$ cat src/rtl/ram512x1_arbiter.sv
// Round-robin two-port front end for a 512x1 distributed RAM, with a
// clear sequencer that sweeps every location after reset or on CLR.
//
// state   | meaning
// S_CLEAR | sweep writing CLR_VAL to address cnt, one location per cycle
// S_IDLE  | servicing port A/B requests, at most one grant per cycle
module ram512x1_arbiter #(
  parameter logic CLR_VAL = 1'b0
) (
  input  logic       CLK,
  input  logic       RST,
  input  logic       CLR,
  output logic       BUSY,
  input  logic       A_REQ,
  input  logic       A_WE,
  input  logic [8:0] A_ADDR,
  input  logic       A_D,
  output logic       A_ACK,
  output logic       A_Q,
  input  logic       B_REQ,
  input  logic       B_WE,
  input  logic [8:0] B_ADDR,
  input  logic       B_D,
  output logic       B_ACK,
  output logic       B_Q,
  output logic       RAM_WE,
  output logic [8:0] RAM_A,
  output logic       RAM_D,
  input  logic       RAM_O
);

  typedef enum logic {S_CLEAR, S_IDLE} state_t;

  state_t     state;
  logic [8:0] cnt;
  logic [8:0] addr_hold;
  logic       last_b;
  logic       a_elig, b_elig;
  logic       grant_a, grant_b;

  // A port still in its ACK cycle is not eligible, so a held request
  // cannot be granted twice.
  always_comb begin
    a_elig  = (state == S_IDLE) && !CLR && A_REQ && !A_ACK;
    b_elig  = (state == S_IDLE) && !CLR && B_REQ && !B_ACK;
    grant_a = a_elig && (!b_elig || last_b);
    grant_b = b_elig && (!a_elig || !last_b);
  end

  always_comb begin
    RAM_WE = 1'b0;
    RAM_A  = addr_hold;
    RAM_D  = 1'b0;
    if (RST) begin
      RAM_A = '0;
      RAM_D = CLR_VAL;
    end else if (state == S_CLEAR) begin
      RAM_WE = 1'b1;
      RAM_A  = cnt;
      RAM_D  = CLR_VAL;
    end else if (grant_a) begin
      RAM_WE = A_WE;
      RAM_A  = A_ADDR;
      RAM_D  = A_D;
    end else if (grant_b) begin
      RAM_WE = B_WE;
      RAM_A  = B_ADDR;
      RAM_D  = B_D;
    end
  end

  always_ff @(posedge CLK or posedge RST) begin
    if (RST) begin
      state     <= S_CLEAR;
      cnt       <= '0;
      BUSY      <= 1'b1;
      last_b    <= 1'b1;
      A_ACK     <= 1'b0;
      B_ACK     <= 1'b0;
      A_Q       <= 1'b0;
      B_Q       <= 1'b0;
      addr_hold <= '0;
    end else begin
      A_ACK     <= grant_a;
      B_ACK     <= grant_b;
      addr_hold <= RAM_A;
      // RAM_O is sampled on the write edge, so writes return the old value
      if (grant_a) begin
        A_Q    <= RAM_O;
        last_b <= 1'b0;
      end
      if (grant_b) begin
        B_Q    <= RAM_O;
        last_b <= 1'b1;
      end
      case (state)
        S_CLEAR: begin
          cnt <= cnt + 9'd1;
          if (cnt == 9'd511) begin
            state <= S_IDLE;
            BUSY  <= 1'b0;
          end
        end
        S_IDLE: begin
          if (CLR) begin
            state <= S_CLEAR;
            BUSY  <= 1'b1;
          end
        end
        default: state <= S_CLEAR;
      endcase
    end
  end

endmodule

$ cat config.mk
export PLATFORM = sky130hd
export DESIGN_NAME = ram512x1_arbiter
export DESIGN_NICKNAME = d
export VERILOG_FILES = /design/src/rtl/ram512x1_arbiter.sv
export SDC_FILE = /design/constraint.sdc
export NUM_CORES = 1
export LEC_CHECK = 0
export CAP_MARGIN = 10
export CORE_MARGIN = 3
export CORE_UTILIZATION = 41
export CTS_BUF_LIST = sky130_fd_sc_hd__clkbuf_2 sky130_fd_sc_hd__clkbuf_4 sky130_fd_sc_hd__clkbuf_8
export DETAILED_ROUTE_END_ITERATION = 7
export PLACE_DENSITY_LB_ADDON = 0.12
export SKIP_CTS_REPAIR_TIMING = 1
export SLEW_MARGIN = 20
export SYNTH_ARGS = -nofsm -noshare
export SYNTH_HDL_FRONTEND = slang
export SYNTH_SLANG_ARGS = --single-unit
export TNS_END_PERCENT = 30
$ cat constraint.sdc
create_clock -name CLK -period 2.7 [get_ports CLK]
set_input_delay 0.81 -clock CLK [delete_from_list [all_inputs] [get_ports CLK]]
set_output_delay 0.81 -clock CLK [all_outputs]
set_load 0.1 [all_outputs]
==> results.md <==
- Number of global-route vias before repair: 1125
- Number of cells on the worst hold path: 1
- First-pass GRT wire length: 5.19 mm
- Cell area after placement: 0.00200 mm²
- Post-detail-place hpwl: 2.53 mm
- Average instance area after synthesis: 11.5 µm²
- Unrepaired setup endpoints after global routing: true
- Post-Route Skew: 0.00213 ns
- Result of the run: finished, violations left
- Library cell used as clock root buffer: sky130_fd_sc_hd__clkbuf_4
- Slew at the pin closest to its max-slew limit: 0.479 ns
- Clock tree from TritonCTS: built
- Net Count, Synth: 137
- Fraction of registers with async set/reset: 100%
- # clock sinks: 25
- Met3 track demand over resource in global routing: 3.62%
- Max-slew violation count: 0
- Type of element launching the critical path: input pin
- Crit path launch: CLR
- Path class of the lowest-slack min-delay path: reg -> reg
- Yosys reg bits: 25
- Critical R2R Launch: B_ACK$_DFF_PP0_
- Final worst path period share: 110%
- Post-DR vias/cell: 5.66
- Critical path type: in -> out
- # port buffers: 43
- Number of buffers created by CTS: 3
- Largest net degree at the start of global routing: 28
- Post-synthesis cell count: 107
- Starting DRC count in detailed routing: 91
- Warnings from Yosys: 0
- Primary flip-flop cell chosen by synthesis mapping: sky130_fd_sc_hd__dfrtp_1
- Library cells used by synthesis: 35
- X dimension of the die: 60.7 µm
- Final critical-path setup slack: -0.276 ns
- Clock latency at the later pin of the worst-skew pair: 0.31 ns
- Effective utilization at floorplan: 43.8%
- Element type at the critical path end: primary output
- Site Rows: 19
- Final count of negative-setup-slack endpoints: 11
- Mapped Area: 0.00123 mm²
- Cell area after layout: 0.00206 mm²
- Antenna violations before repair: 0
- Net switching power: 0.000575 W
- Maximum ir drop on the vdd rail: 0.484 mV
- Fraction of the yosys area taken by sequential cells: 51.2%
- # DRC: 0
- Sw Share: 42.1%
- Endpoint of the lowest-slack register-to-register path: addr_hold[3]$_DFF_PP0_
- Synth-to-Final Area Change: 68.2%
- Most repeated cell in the gate-level netlist after synthesis: sky130_fd_sc_hd__dfrtp_1
- Antenna diodes: 0
- Relative contribution of combinational cells to total power: 49.1%
- Slew headroom: 68.0%
- Number of top-level pins: 44
- Violated checks: setup timing
- Power share of the sequential group: 39.2%
- Share of post-route cells with drive strength above 1: 40.4%
- Max H-tree Level: 1
- CTS Buffer Depth: 2
- Detailed-route wire length per cell: 17.1 µm
- EDFF count, synth: 0
- Nets: 197
- Area fraction of the dominant cell type after synthesis: 46.9%
- GR met2 Demand/Resource: 33.7%
- Maximum fanout along the worst path: 5
- Endpoint of the worst hold-timing path: B_Q$_DFFE_PP0N_
- Met1 layer usage reported by global route: 23.0%
- Chip height: 60.7 µm
- Int Power: 0.000791 W
- Time the worst path needs with I/O delays and setup: 2.98 ns
- Gp weighted congestion: 0.760
- Fmax: 336 MHz
- Post-placement setup slack: -0.687 ns
- Final WL: 3.36 mm
- Endpoint required time on the critical path: 1.89 ns
- Hold_sp: B_Q$_DFFE_PP0N_
- First-pass detailed-route iteration total: 4
- Main area contributors after synthesis: sky130_fd_sc_hd__dfrtp_1, sky130_fd_sc_hd__a222oi_1, sky130_fd_sc_hd__a211oi_1
- Registers with the highest flip-flop counts: addr_hold x9, cnt x9
- Total power divided by cell area: 662 mW/mm²
- Global routing's busiest layer: met2
- Via count: 1115
- Commonest cells post-synth: sky130_fd_sc_hd__dfrtp_1, sky130_fd_sc_hd__nor2_1, sky130_fd_sc_hd__a211oi_1, sky130_fd_sc_hd__a222oi_1, sky130_fd_sc_hd__xnor2_1
- Tot GR Track Use: 19.2%
- WP data arrival: 2.17 ns
- Number of maximum-capacitance constraint violations: 0
- Sum of overflow across all layers after global routing: 0
- Hold Violations, Final: 0
- Setup_tns: -2.69 ns
- Count of antenna-violating nets left after detailed routing: 0
- Design Power: 0.00137 W
- Count of cells along the worst register-to-register path: 6
- Flop2flop setup slack: 0.87 ns
- Core Region: 0.00281 mm²
- Clock-pin slew on the worst setup and hold paths: 0.13 ns
- Utilization after layout: 73.6%
- Leakage: 0.860 nW
- Yosys top cell by area: sky130_fd_sc_hd__dfrtp_1
- Share of total power in the clock network: 11.7%
- Die area: 0.00369 mm²
metal layers:
layer	vias to the layer above	wire length (µm)
met2	41	1720
met3	6	235
met4	0	65
li1	517	-
met5	-	0
met1	551	1340
power groups by stage:
| stage | combinational [W] | clock (W) | sequential [W] |
|---|---|---|---|
| after CTS | 0.000671 | 0.000167 | 0.000536 |
| after detailed placement | 0.000668 | 0 | 0.000544 |
| final | 0.000670 | 0.000160 | 0.000536 |
| after global routing | 0.000708 | 0.000184 | 0.000546 |
| after global placement | 0.000656 | 0 | 0.000538 |
| after floorplan | 0.000441 | 0 | 0.000539 |
layout by cell type (no fill, tap or decap), types with 2 or more instances in the layout:
| cell | count |
|---|---|
| sky130_fd_sc_hd__inv_1 | 2 |
| sky130_fd_sc_hd__clkdlybuf4s50_1 | 24 |
| sky130_fd_sc_hd__clkbuf_4 | 3 |
| sky130_fd_sc_hd__nor2_1 | 13 |
| sky130_fd_sc_hd__mux2_1 | 2 |
| sky130_fd_sc_hd__dfrtp_1 | 21 |
| sky130_fd_sc_hd__a21oi_1 | 2 |
| sky130_fd_sc_hd__buf_12 | 11 |
| sky130_fd_sc_hd__clkbuf_2 | 2 |
| sky130_fd_sc_hd__a222oi_1 | 7 |
| sky130_fd_sc_hd__xnor2_1 | 5 |
| sky130_fd_sc_hd__and4bb_4 | 2 |
| sky130_fd_sc_hd__nand4b_1 | 2 |
| sky130_fd_sc_hd__mux2_2 | 2 |
| sky130_fd_sc_hd__dfrtp_2 | 2 |
| sky130_fd_sc_hd__ha_1 | 2 |
| sky130_fd_sc_hd__a22oi_1 | 2 |
| sky130_fd_sc_hd__dfstp_2 | 2 |
| sky130_fd_sc_hd__a211oi_4 | 7 |
| sky130_fd_sc_hd__nand3_1 | 2 |
| sky130_fd_sc_hd__buf_4 | 21 |
| sky130_fd_sc_hd__nand2b_1 | 3 |
| sky130_fd_sc_hd__xor2_1 | 2 |
| sky130_fd_sc_hd__nand3b_1 | 2 |
per-stage QoR:
stage | hold WS, ns | std cells
final | 0.515 | 197
after global routing | 0.527 | 197
after CTS | 0.517 | 192
after detailed placement | 0.491 | 188
after global placement | 0.471 | 188
after floorplan | 0.468 | 107
worst max-delay path: stages:
cell	delay, ns
sky130_fd_sc_hd__buf_6	0.10
sky130_fd_sc_hd__and4bb_4	0.37
sky130_fd_sc_hd__o21a_2	0.22
sky130_fd_sc_hd__a222oi_1	0.15
sky130_fd_sc_hd__a211oi_4	0.29
sky130_fd_sc_hd__buf_12	0.21
worst max path at each step:
stage               end  slack, ns  cells after the start
2_1_floorplan  RAM_A[4]      -0.72                      4
3_3_place_gp   RAM_A[7]      -0.60                      6
3_5_place_dp   RAM_A[6]      -0.69                      7
4_1_cts        RAM_A[6]      -0.70                      7
5_1_grt        RAM_A[5]      -0.32                      6
6_report       RAM_A[5]      -0.28                      6
kinds of logic after synthesis:
logic type	share of synthesized area [%]
adders and majority gates	2.04
buffers and inverters	4.08
muxes	4.48
and+or+nand+nor	17.0
AOI/OAI and AO/OA	16.2
DFF	51.2
xor gates and xnor gates	5.00
area by class of cell:
class	instances	area, µm²
clock buffers	3	22.5
clock inverters	1	5.00
fillers	207	741
inverters	4	21.3
multi-input cells	74	707
flip-flops and latches	25	631
well taps	31	38.8
repair buffers	59	639
Power figures use the tool's default switching activity.
